File: config.mk
export PLATFORM = sky130hd
export DESIGN_NAME = screen_write_ctrl_flat
export DESIGN_NICKNAME = d
export VERILOG_FILES = /design/src/rtl/screen_write_ctrl_if.sv /design/src/rtl/screen_write_ctrl.sv /design/src/flat_wrapper.sv
export SDC_FILE = /design/constraint.sdc
export NUM_CORES = 1
export LEC_CHECK = 0
export CAP_MARGIN = 15
export CORE_MARGIN = 4
export CORE_UTILIZATION = 30
export CTS_CLUSTER_SIZE = 12
export DETAILED_ROUTE_END_ITERATION = 7
export PLACE_DENSITY_LB_ADDON = 0.1
export SLEW_MARGIN = 20
export SYNTH_ARGS = -nofsm -noshare
export SYNTH_HDL_FRONTEND = slang
export SYNTH_SLANG_ARGS = --single-unit
File: constraint.sdc
create_clock -name clk -period 4.9 [get_ports clk]
set_clock_uncertainty 0.1 [all_clocks]
set_input_delay 0.49 -clock clk [delete_from_list [all_inputs] [get_ports clk]]
set_output_delay 0.49 -clock clk [all_outputs]
set_load 0.05 [all_outputs]
File: src/rtl/screen_write_ctrl_if.sv
// screen_write_ctrl_if: host register write strobe in, screen RAM write port and status out
interface screen_write_ctrl_if #(
    parameter int ADDR_W = 16
);
    logic              reg_we;
    logic [3:0]        reg_addr;
    logic [7:0]        reg_wdata;
    logic [ADDR_W-1:0] ram_waddr;
    logic [7:0]        ram_wdata;
    logic              ram_wren;
    logic [ADDR_W-1:0] cursor;
    logic              busy;
    logic              ovf;
    modport master (
        output reg_we, reg_addr, reg_wdata,
        input  ram_waddr, ram_wdata, ram_wren, cursor, busy, ovf
    );
    modport slave (
        input  reg_we, reg_addr, reg_wdata,
        output ram_waddr, ram_wdata, ram_wren, cursor, busy, ovf
    );
endinterface

File: src/rtl/screen_write_ctrl.sv
// screen_write_ctrl: host register decode, cursor, queued character writes and hardware screen fill
module screen_write_ctrl #(
    parameter int ADDR_W       = 16,
    parameter int SCREEN_WORDS = 2400,
    parameter int FIFO_DEPTH   = 4
) (
    input logic                clk,
    input logic                rst,
    screen_write_ctrl_if.slave bus_io
);
    localparam int PW = $clog2(FIFO_DEPTH);
    localparam logic [ADDR_W-1:0] LAST = ADDR_W'(SCREEN_WORDS - 1);
    localparam logic [PW:0] DEPTH = (PW + 1)'(FIFO_DEPTH);
    typedef enum logic {IDLE, FILL} state_e;
    state_e            state_q, state_d;
    logic [ADDR_W-1:0] cursor_q, cursor_d, fill_ptr_q, fill_ptr_d, ram_waddr_q, ram_waddr_d;
    logic [7:0]        ram_wdata_q, ram_wdata_d, fill_char_q, fill_char_d;
    logic              ram_wren_q, ram_wren_d, autoinc_q, autoinc_d;
    logic              ovf_q, ovf_d, fill_pend_q, fill_pend_d;
    logic [PW-1:0]     wr_ptr_q, rd_ptr_q;
    logic [PW:0]       cnt_q, cnt_d;
    logic [ADDR_W+7:0] fifo_q [FIFO_DEPTH];
    logic              we_ctrl, we_data, we_lo, we_hi, we_fch, full, empty, push, pop;
    assign we_ctrl = bus_io.reg_we && bus_io.reg_addr == 4'd0;
    assign we_data = bus_io.reg_we && bus_io.reg_addr == 4'd1;
    assign we_lo   = bus_io.reg_we && bus_io.reg_addr == 4'd2;
    assign we_hi   = bus_io.reg_we && bus_io.reg_addr == 4'd3;
    assign we_fch  = bus_io.reg_we && bus_io.reg_addr == 4'd4;
    assign full    = cnt_q == DEPTH;
    assign empty   = cnt_q == '0;
    assign push    = we_data && !full;
    // a pending fill holds off the FIFO so queued entries drain only after the fill
    assign pop     = state_q == IDLE && !fill_pend_q && !empty;
    always_comb begin
        state_d     = state_q;
        fill_ptr_d  = fill_ptr_q;
        fill_pend_d = fill_pend_q || (we_ctrl && bus_io.reg_wdata[1] && state_q == IDLE);
        ram_wren_d  = 1'b0;
        ram_waddr_d = ram_waddr_q;
        ram_wdata_d = ram_wdata_q;
        if (state_q == FILL) begin
            ram_wren_d  = 1'b1;
            ram_waddr_d = fill_ptr_q;
            ram_wdata_d = fill_char_q;
            fill_ptr_d  = fill_ptr_q + 1'b1;
            state_d     = fill_ptr_q == LAST ? IDLE : FILL;
        end else if (fill_pend_q) begin
            state_d     = FILL;
            fill_ptr_d  = '0;
            fill_pend_d = 1'b0;
        end else if (pop) begin
            ram_wren_d                 = 1'b1;
            {ram_waddr_d, ram_wdata_d} = fifo_q[rd_ptr_q];
        end
    end
    always_comb begin
        autoinc_d   = we_ctrl ? bus_io.reg_wdata[0] : autoinc_q;
        fill_char_d = we_fch ? bus_io.reg_wdata : fill_char_q;
        ovf_d       = (we_data && full) || (ovf_q && !(we_ctrl && bus_io.reg_wdata[2]));
        cnt_d       = cnt_q + (PW + 1)'(push) - (PW + 1)'(pop);
        cursor_d    = we_lo ? {cursor_q[ADDR_W-1:8], bus_io.reg_wdata} :
                      we_hi ? ADDR_W'({bus_io.reg_wdata, cursor_q[7:0]}) :
                      push && autoinc_q ? (cursor_q >= LAST ? '0 : cursor_q + 1'b1) : cursor_q;
    end
    always_ff @(posedge clk or posedge rst) begin
        if (rst) begin
            state_q     <= IDLE;
            cursor_q    <= '0;
            fill_ptr_q  <= '0;
            ram_waddr_q <= '0;
            ram_wdata_q <= '0;
            ram_wren_q  <= 1'b0;
            fill_char_q <= 8'h20;
            autoinc_q   <= 1'b1;
            ovf_q       <= 1'b0;
            fill_pend_q <= 1'b0;
            wr_ptr_q    <= '0;
            rd_ptr_q    <= '0;
            cnt_q       <= '0;
        end else begin
            state_q     <= state_d;
            cursor_q    <= cursor_d;
            fill_ptr_q  <= fill_ptr_d;
            ram_waddr_q <= ram_waddr_d;
            ram_wdata_q <= ram_wdata_d;
            ram_wren_q  <= ram_wren_d;
            fill_char_q <= fill_char_d;
            autoinc_q   <= autoinc_d;
            ovf_q       <= ovf_d;
            fill_pend_q <= fill_pend_d;
            wr_ptr_q    <= wr_ptr_q + PW'(push);
            rd_ptr_q    <= rd_ptr_q + PW'(pop);
            cnt_q       <= cnt_d;
        end
    end
    always_ff @(posedge clk) begin
        if (push) fifo_q[wr_ptr_q] <= {cursor_q, bus_io.reg_wdata};
    end
    assign bus_io.ram_waddr = ram_waddr_q;
    assign bus_io.ram_wdata = ram_wdata_q;
    assign bus_io.ram_wren  = ram_wren_q;
    assign bus_io.cursor    = cursor_q;
    assign bus_io.busy      = state_q == FILL || fill_pend_q || !empty;
    assign bus_io.ovf       = ovf_q;
endmodule
File: src/flat_wrapper.sv
// flat-port wrapper written by rule: the top's interface ports become plain ports
module screen_write_ctrl_flat 
#(
    parameter int ADDR_W       = 16,
    parameter int SCREEN_WORDS = 2400,
    parameter int FIFO_DEPTH   = 4
)
  (clk, rst, bus_io_reg_we, bus_io_reg_addr, bus_io_reg_wdata, bus_io_ram_waddr, bus_io_ram_wdata, bus_io_ram_wren, bus_io_cursor, bus_io_busy, bus_io_ovf);
  screen_write_ctrl_if #(.ADDR_W(ADDR_W)) bus_io_i ();
  input logic clk;
  input logic rst;
  input wire logic [$bits(bus_io_i.reg_we)-1:0] bus_io_reg_we;
  input wire logic [$bits(bus_io_i.reg_addr)-1:0] bus_io_reg_addr;
  input wire logic [$bits(bus_io_i.reg_wdata)-1:0] bus_io_reg_wdata;
  output wire logic [$bits(bus_io_i.ram_waddr)-1:0] bus_io_ram_waddr;
  output wire logic [$bits(bus_io_i.ram_wdata)-1:0] bus_io_ram_wdata;
  output wire logic [$bits(bus_io_i.ram_wren)-1:0] bus_io_ram_wren;
  output wire logic [$bits(bus_io_i.cursor)-1:0] bus_io_cursor;
  output wire logic [$bits(bus_io_i.busy)-1:0] bus_io_busy;
  output wire logic [$bits(bus_io_i.ovf)-1:0] bus_io_ovf;
  assign bus_io_i.reg_we = bus_io_reg_we;
  assign bus_io_i.reg_addr = bus_io_reg_addr;
  assign bus_io_i.reg_wdata = bus_io_reg_wdata;
  assign bus_io_ram_waddr = bus_io_i.ram_waddr;
  assign bus_io_ram_wdata = bus_io_i.ram_wdata;
  assign bus_io_ram_wren = bus_io_i.ram_wren;
  assign bus_io_cursor = bus_io_i.cursor;
  assign bus_io_busy = bus_io_i.busy;
  assign bus_io_ovf = bus_io_i.ovf;
  screen_write_ctrl #(.ADDR_W(ADDR_W), .SCREEN_WORDS(SCREEN_WORDS), .FIFO_DEPTH(FIFO_DEPTH)) u_core (.clk(clk), .rst(rst), .bus_io(bus_io_i));
endmodule
* Word-level counts from Yosys, hierarchy flattened
Memories as Yosys holds them, arrays and structs flattened.
Index checks and enable logic that the tools add are counted.
** Operators by class
- Add/sub/neg operators :: 6
- $lt $le $gt $ge :: 1
- Equality and inequality tests :: 8
- Multiplexer cells :: 22
- Bitwise gates (word level) :: 2
- Reduce and logical (&&, ||, !) cells :: 31
** Operators by type and width (number)
- 2-to-1 mux 16 bit :: 8
- adder 16 x 1 -> 16 bit, second input constant :: 2
- 2-to-1 mux 8 bit :: 4
- == test 16 x 12 -> 1 bit, second input constant :: 1
- greater-or-equal comparator 16 x 12 -> 1 bit, second input constant :: 1
- logical AND 1 bit :: 14
- 2-to-1 mux 1 bit :: 10
- == test 4 x 2 -> 1 bit, second input constant :: 2
- nonzero test 2 bit :: 4
- AND reduction 2 bit :: 3
- adder 2 x 1 -> 2 bit :: 2
- == test 4 x 1 -> 1 bit, second input constant :: 1
- == test 4 x 3 -> 1 bit, second input constant :: 1
- logical NOT 1 bit :: 4
- logical NOT 4 bit :: 1
- logical OR 1 bit :: 4
- != test 2 x 1 -> 1 bit, second input constant :: 2
- adder 3 x 1 -> 3 bit :: 1
- == test 3 bit, second input constant :: 1
- logical NOT 3 bit :: 1
- subtractor 3 x 1 -> 3 bit :: 1
- NOT 1 bit :: 2
** Storage, ports and cells
- Register bits :: 76
- Memory bits (writable) :: 96
- Input port bits :: 15
- Output and inout bits :: 43
- Memories kept :: 1
** Memories
- u_core.fifo_q :: depth 4, width 24, read ports 1, clocked after memory_dff 0, write ports 1, line screen_write_ctrl.sv:22 : logic [ADDR_W+7:0] fifo_q [FIFO_DEPTH];

* Depth between registers and ports, before layout
- Depth after elaboration :: 7
- Gate-level depth with buffers :: 10
- Depth with buffers taken out :: 9

* Worst setup path after synthesis
Ideal clock, no wire load.
- Path kind :: input-to-reg
- Start point :: in bus_io_reg_addr[3]
- End point :: mem u_core.fifo_q[1][0] (netlist name) (enable)
- Library setup time :: 0.474 ns
- Arrival :: 3.498 ns
- Data required time :: 4.326 ns
- Path slack :: 0.828 ns
- Stages on the path :: 3
- Cells stage by stage :: nor4b_4 nand2_1 nor4b_1
** On the way
- Longest elaborated chain between the ends :: 5
** Ends and longest elaborated chain
- from (decl) :: line flat_wrapper.sv:13 : input wire logic [$bits(bus_io_i.reg_addr)-1:0] bus_io_reg_addr;
- == test 4 x 1 -> 1 bit :: line screen_write_ctrl.sv:25 : assign we_data = bus_io.reg_we && bus_io.reg_addr == 4'd1;
- logical AND 1 bit :: line screen_write_ctrl.sv:25
- logical AND 1 bit :: line screen_write_ctrl.sv:31 : assign push = we_data && !full;
- 2-to-1 mux 1 bit :: line screen_write_ctrl.sv:97 : if (push) fifo_q[wr_ptr_q] <= {cursor_q, bus_io.reg_wdata};
- 2-to-1 mux 1 bit (not written as such) :: line screen_write_ctrl.sv:97
- to (decl) :: line screen_write_ctrl.sv:22
Every way passes these cells.

* Final worst setup path
- Start point :: reg u_core.state_q
- End point :: out bus_io_busy
** On the way
- Longest elaborated chain between the ends :: 2
** Ends and longest elaborated chain
- from (decl) :: line screen_write_ctrl.sv:15 : state_e state_q, state_d;
- from (signal assigned) :: line screen_write_ctrl.sv:81 : state_q <= state_d;
- logical OR 1 bit (2 in series) :: line screen_write_ctrl.sv:103 : assign bus_io.busy = state_q == FILL || fill_pend_q || !empty;
- to (decl) :: line flat_wrapper.sv:19 : output wire logic [$bits(bus_io_i.busy)-1:0] bus_io_busy;
Every way passes these cells.

==> flow_summary.toml <==
[critical_path]
critical_path.max_stage_delay_ns = 0.76
start_kind = "flop"
critical_path_arrival_ns = 2.51
worst-path-buf-inv = 1
path_cells = "nor2_1 -> nand2_1 -> clkdlybuf4s50_1"
cp_top_family = "buffers and inverters"
crit_type = "reg -> out"
cp_data_required_time_ns = 4.31
cp_slowest_cell = "clkdlybuf4s50_1"
cp-end-kind = "output pin"
crit_fanout = 26

[cts]
clock-sinks = 172
insertion_delay_ns = 0.42
cts_tree = "built"
clockBufferDepth = 2
cts-buffers-inserted = 17
root_buffer = "clkbuf_16"
hold_buffers = 0
post_cts.repair.setup_buffers = 0
post_cts_resized = 0
path_clk_slew_ns = 0.07
cts_max_level = 4

[floorplan]
die-area_um2 = 26370
ios = 58
coreArea_um2 = 23470
start_util = 0.3047
rows = 56
dieWidth_um = 162.4
die_h_um = 162.4

[synth]
ys_warn_count = 0
synth_common_cells = "edfxtp_1 (96), dfrtp_1 (74), nand2_1 (51)"
syn_area_um2 = 7152
synth_top_area_share = 0.4031
ys_types = 49
synth_nets = 511
yosysTopAreaCell = "edfxtp_1"
yosysSeqAreaShare = 0.6693
yosysMostFrequentCell = "edfxtp_1"
syn_area_per_cell_um2 = 14.63
synth_edf_count = 96
synthArstFlopShare = 0.4419
synthCells = 489
synthTopCellsByArea = "edfxtp_1 (40%), dfrtp_1 (26%), mux4_2 (7.6%), nand2_1 (2.7%), a221o_1 (2.1%)"
ys_seq_elements = 172
synthFlopType = "edfxtp_1"

[sta]
fmax_ghz = 0.3227
fin_setup_tns_ns = 0
setup_viol = 0
period_share = 0.6324
slew_violations = 0
hold_violations = 0
slew_headroom = 0.5171
fin_crit_ns = 3.099
worst_pin_slew_ns = 0.7217
rsz0062_at_grt = "false"

[route]
routed_wl_um = 17650
drtIter0Drc = 353
drtAntennaViolNets = 0
vias = 4386
wl_per_cell_um = 19.94
drc = 0
firstDrtPassIters = 5
viasPerCell = 4.956

[cells_and_area]
fin_nets = 575
fillers = 2218
layout-drive-gt1-share = 0.1555
syn_to_final_growth_pct = 23.13
finish.utilization = 0.3752
diodes = 0

[min_path]
min-delay-path-class = "reg -> reg"

[global_route]
grt_pass1_vias = 4468
grt_overflow = 0
grtUsageTotal = 0.1400
antenna_found_initial = 0
grt_max_degree = 44
grt_pass1_wl_um = 27630

[pwr]
peakVddDrop_uv = 255.1
p_leak_nw = 3.202
powerDensity_nw_per_um2 = 455.3

[run_status]
outcome = "complete, no violations"

[place]
dp_hpwl_um = 11730
io_buffers = 57
gp_congestion = 0.8195

[job]
maxCapViolCount = 0
==> state kept, by name (all words and copies together), names as in the netlist <==
| register | cells |
|---|---|
| u_core.fifo_q | 96 |
| u_core.bus_io.cursor | 16 |
| u_core.bus_io.ram_waddr | 16 |
| u_core.fill_ptr_q | 16 |
| u_core.bus_io.ram_wdata | 8 |
| u_core.fill_char_q | 8 |
| u_core.cnt_q | 3 |
| u_core.rd_ptr_q | 2 |
| u_core.wr_ptr_q | 2 |
| u_core.autoinc_q | 1 |
| u_core.bus_io.ovf | 1 |
| u_core.bus_io.ram_wren | 1 |
| u_core.fill_pend_q | 1 |
| u_core.state_q | 1 |
==> worst reg2reg max path, cell delays in order, from the launching register on <==
cell	delay (ns)
dfrtp_1	0.45
nor3_1	0.57
nor3_2	0.15
ha_1	0.31
inv_1	0.06
ha_1	0.13
inv_1	0.04
fa_1	0.38
xnor2_1	0.18
xnor2_1	0.14
==> cells by family after synthesis <==
logic type | share of synthesized area
adders and majority gates | 0.01330
and+or+nand+nor | 0.1183
muxes | 0.1011
xor gates and xnor gates | 0.004899
buffers and inverters | 0.01907
DFF | 0.6693
AOI/OAI and AO/OA | 0.07400
==> metrics by stage <==
step	power (mW)	worst slack, ns	instances	instance area, µm²	hold WS [ns]
after floorplan	2.249	0.8275	489	7152	0.3331
after CTS	4.063	1.727	885	8806	0.3602
after global placement	2.518	1.935	853	8128	0.3462
after global routing	4.192	1.632	885	8806	0.3816
final	4.010	1.801	885	8806	0.3586
after detailed placement	2.531	1.868	853	8128	0.3500
==> layer usage <==
layer | share of wire | vias up | GRT usage
met2 | 0.47 | 111 | 0.2133
li1 | - | 2011 | -
met5 | 0 | - | 0
met1 | 0.47 | 2252 | 0.2012
met3 | 0.051 | 12 | 0.03366
met4 | 0.0094 | 0 | 0.03922
==> cell type report <==
class                   instances  area [µm²]  area share
clock buffers                  22       495.5     0.05627
clock inverters                10       182.7     0.02074
inverters                      14       53.80    0.006110
multi-input cells             282        2248      0.2553
flip-flops and latches        172        4788      0.5438
well taps                     319       399.1     0.04533
repair buffers                 66       638.1     0.07246
==> cells in the final DEF (no fill, tap or decap), drive strengths merged, types with 5 or more instances in the layout <==
cell type,count
a21oi,11
a22oi,7
nand2b,5
and3,6
mux4,24
a221o,15
nand2,51
mux2i,7
dfrtp,74
mux2,10
nor2,23
nor3b,18
nor3,8
buf,9
clkdlybuf4s50,57
nand4,5
ha,6
clkbuf,22
o21ai,22
inv,13
nand3,23
bufinv,5
edfxtp,96
==> worst paths after layout <==
check	start	end	slack (ns)	cells after the start
worst max register to register	u_core.cnt_q[1]$_DFF_PP0_	u_core.cnt_q[2]$_DFF_PP0_	2.32	9
max in group asynchronous	rst	u_core.bus_io.cursor[13]$_DFFE_PP0P_	3.31	3
min in group asynchronous	rst	u_core.bus_io.ram_waddr[3]$_DFFE_PP0P_	0.37	2
worst min-delay path	u_core.fill_char_q[6]$_DFFE_PP0P_	u_core.bus_io.ram_wdata[6]$_DFFE_PP0P_	0.36	2
worst max-delay path	u_core.state_q$_DFF_PP0_	bus_io_busy	1.80	3
worst min register to register	u_core.fill_char_q[6]$_DFFE_PP0P_	u_core.bus_io.ram_wdata[6]$_DFFE_PP0P_	0.36	2
==> power by group <==
part	total, mW	switching, mW	internal [mW]	leakage [nW]
sequential	1.86	0.172	1.69	1.80
clock	1.52	0.543	0.975	0.325
combinational	0.627	0.407	0.220	1.08
total	4.01	1.12	2.89	3.20
(Power assumes the default switching activity.)
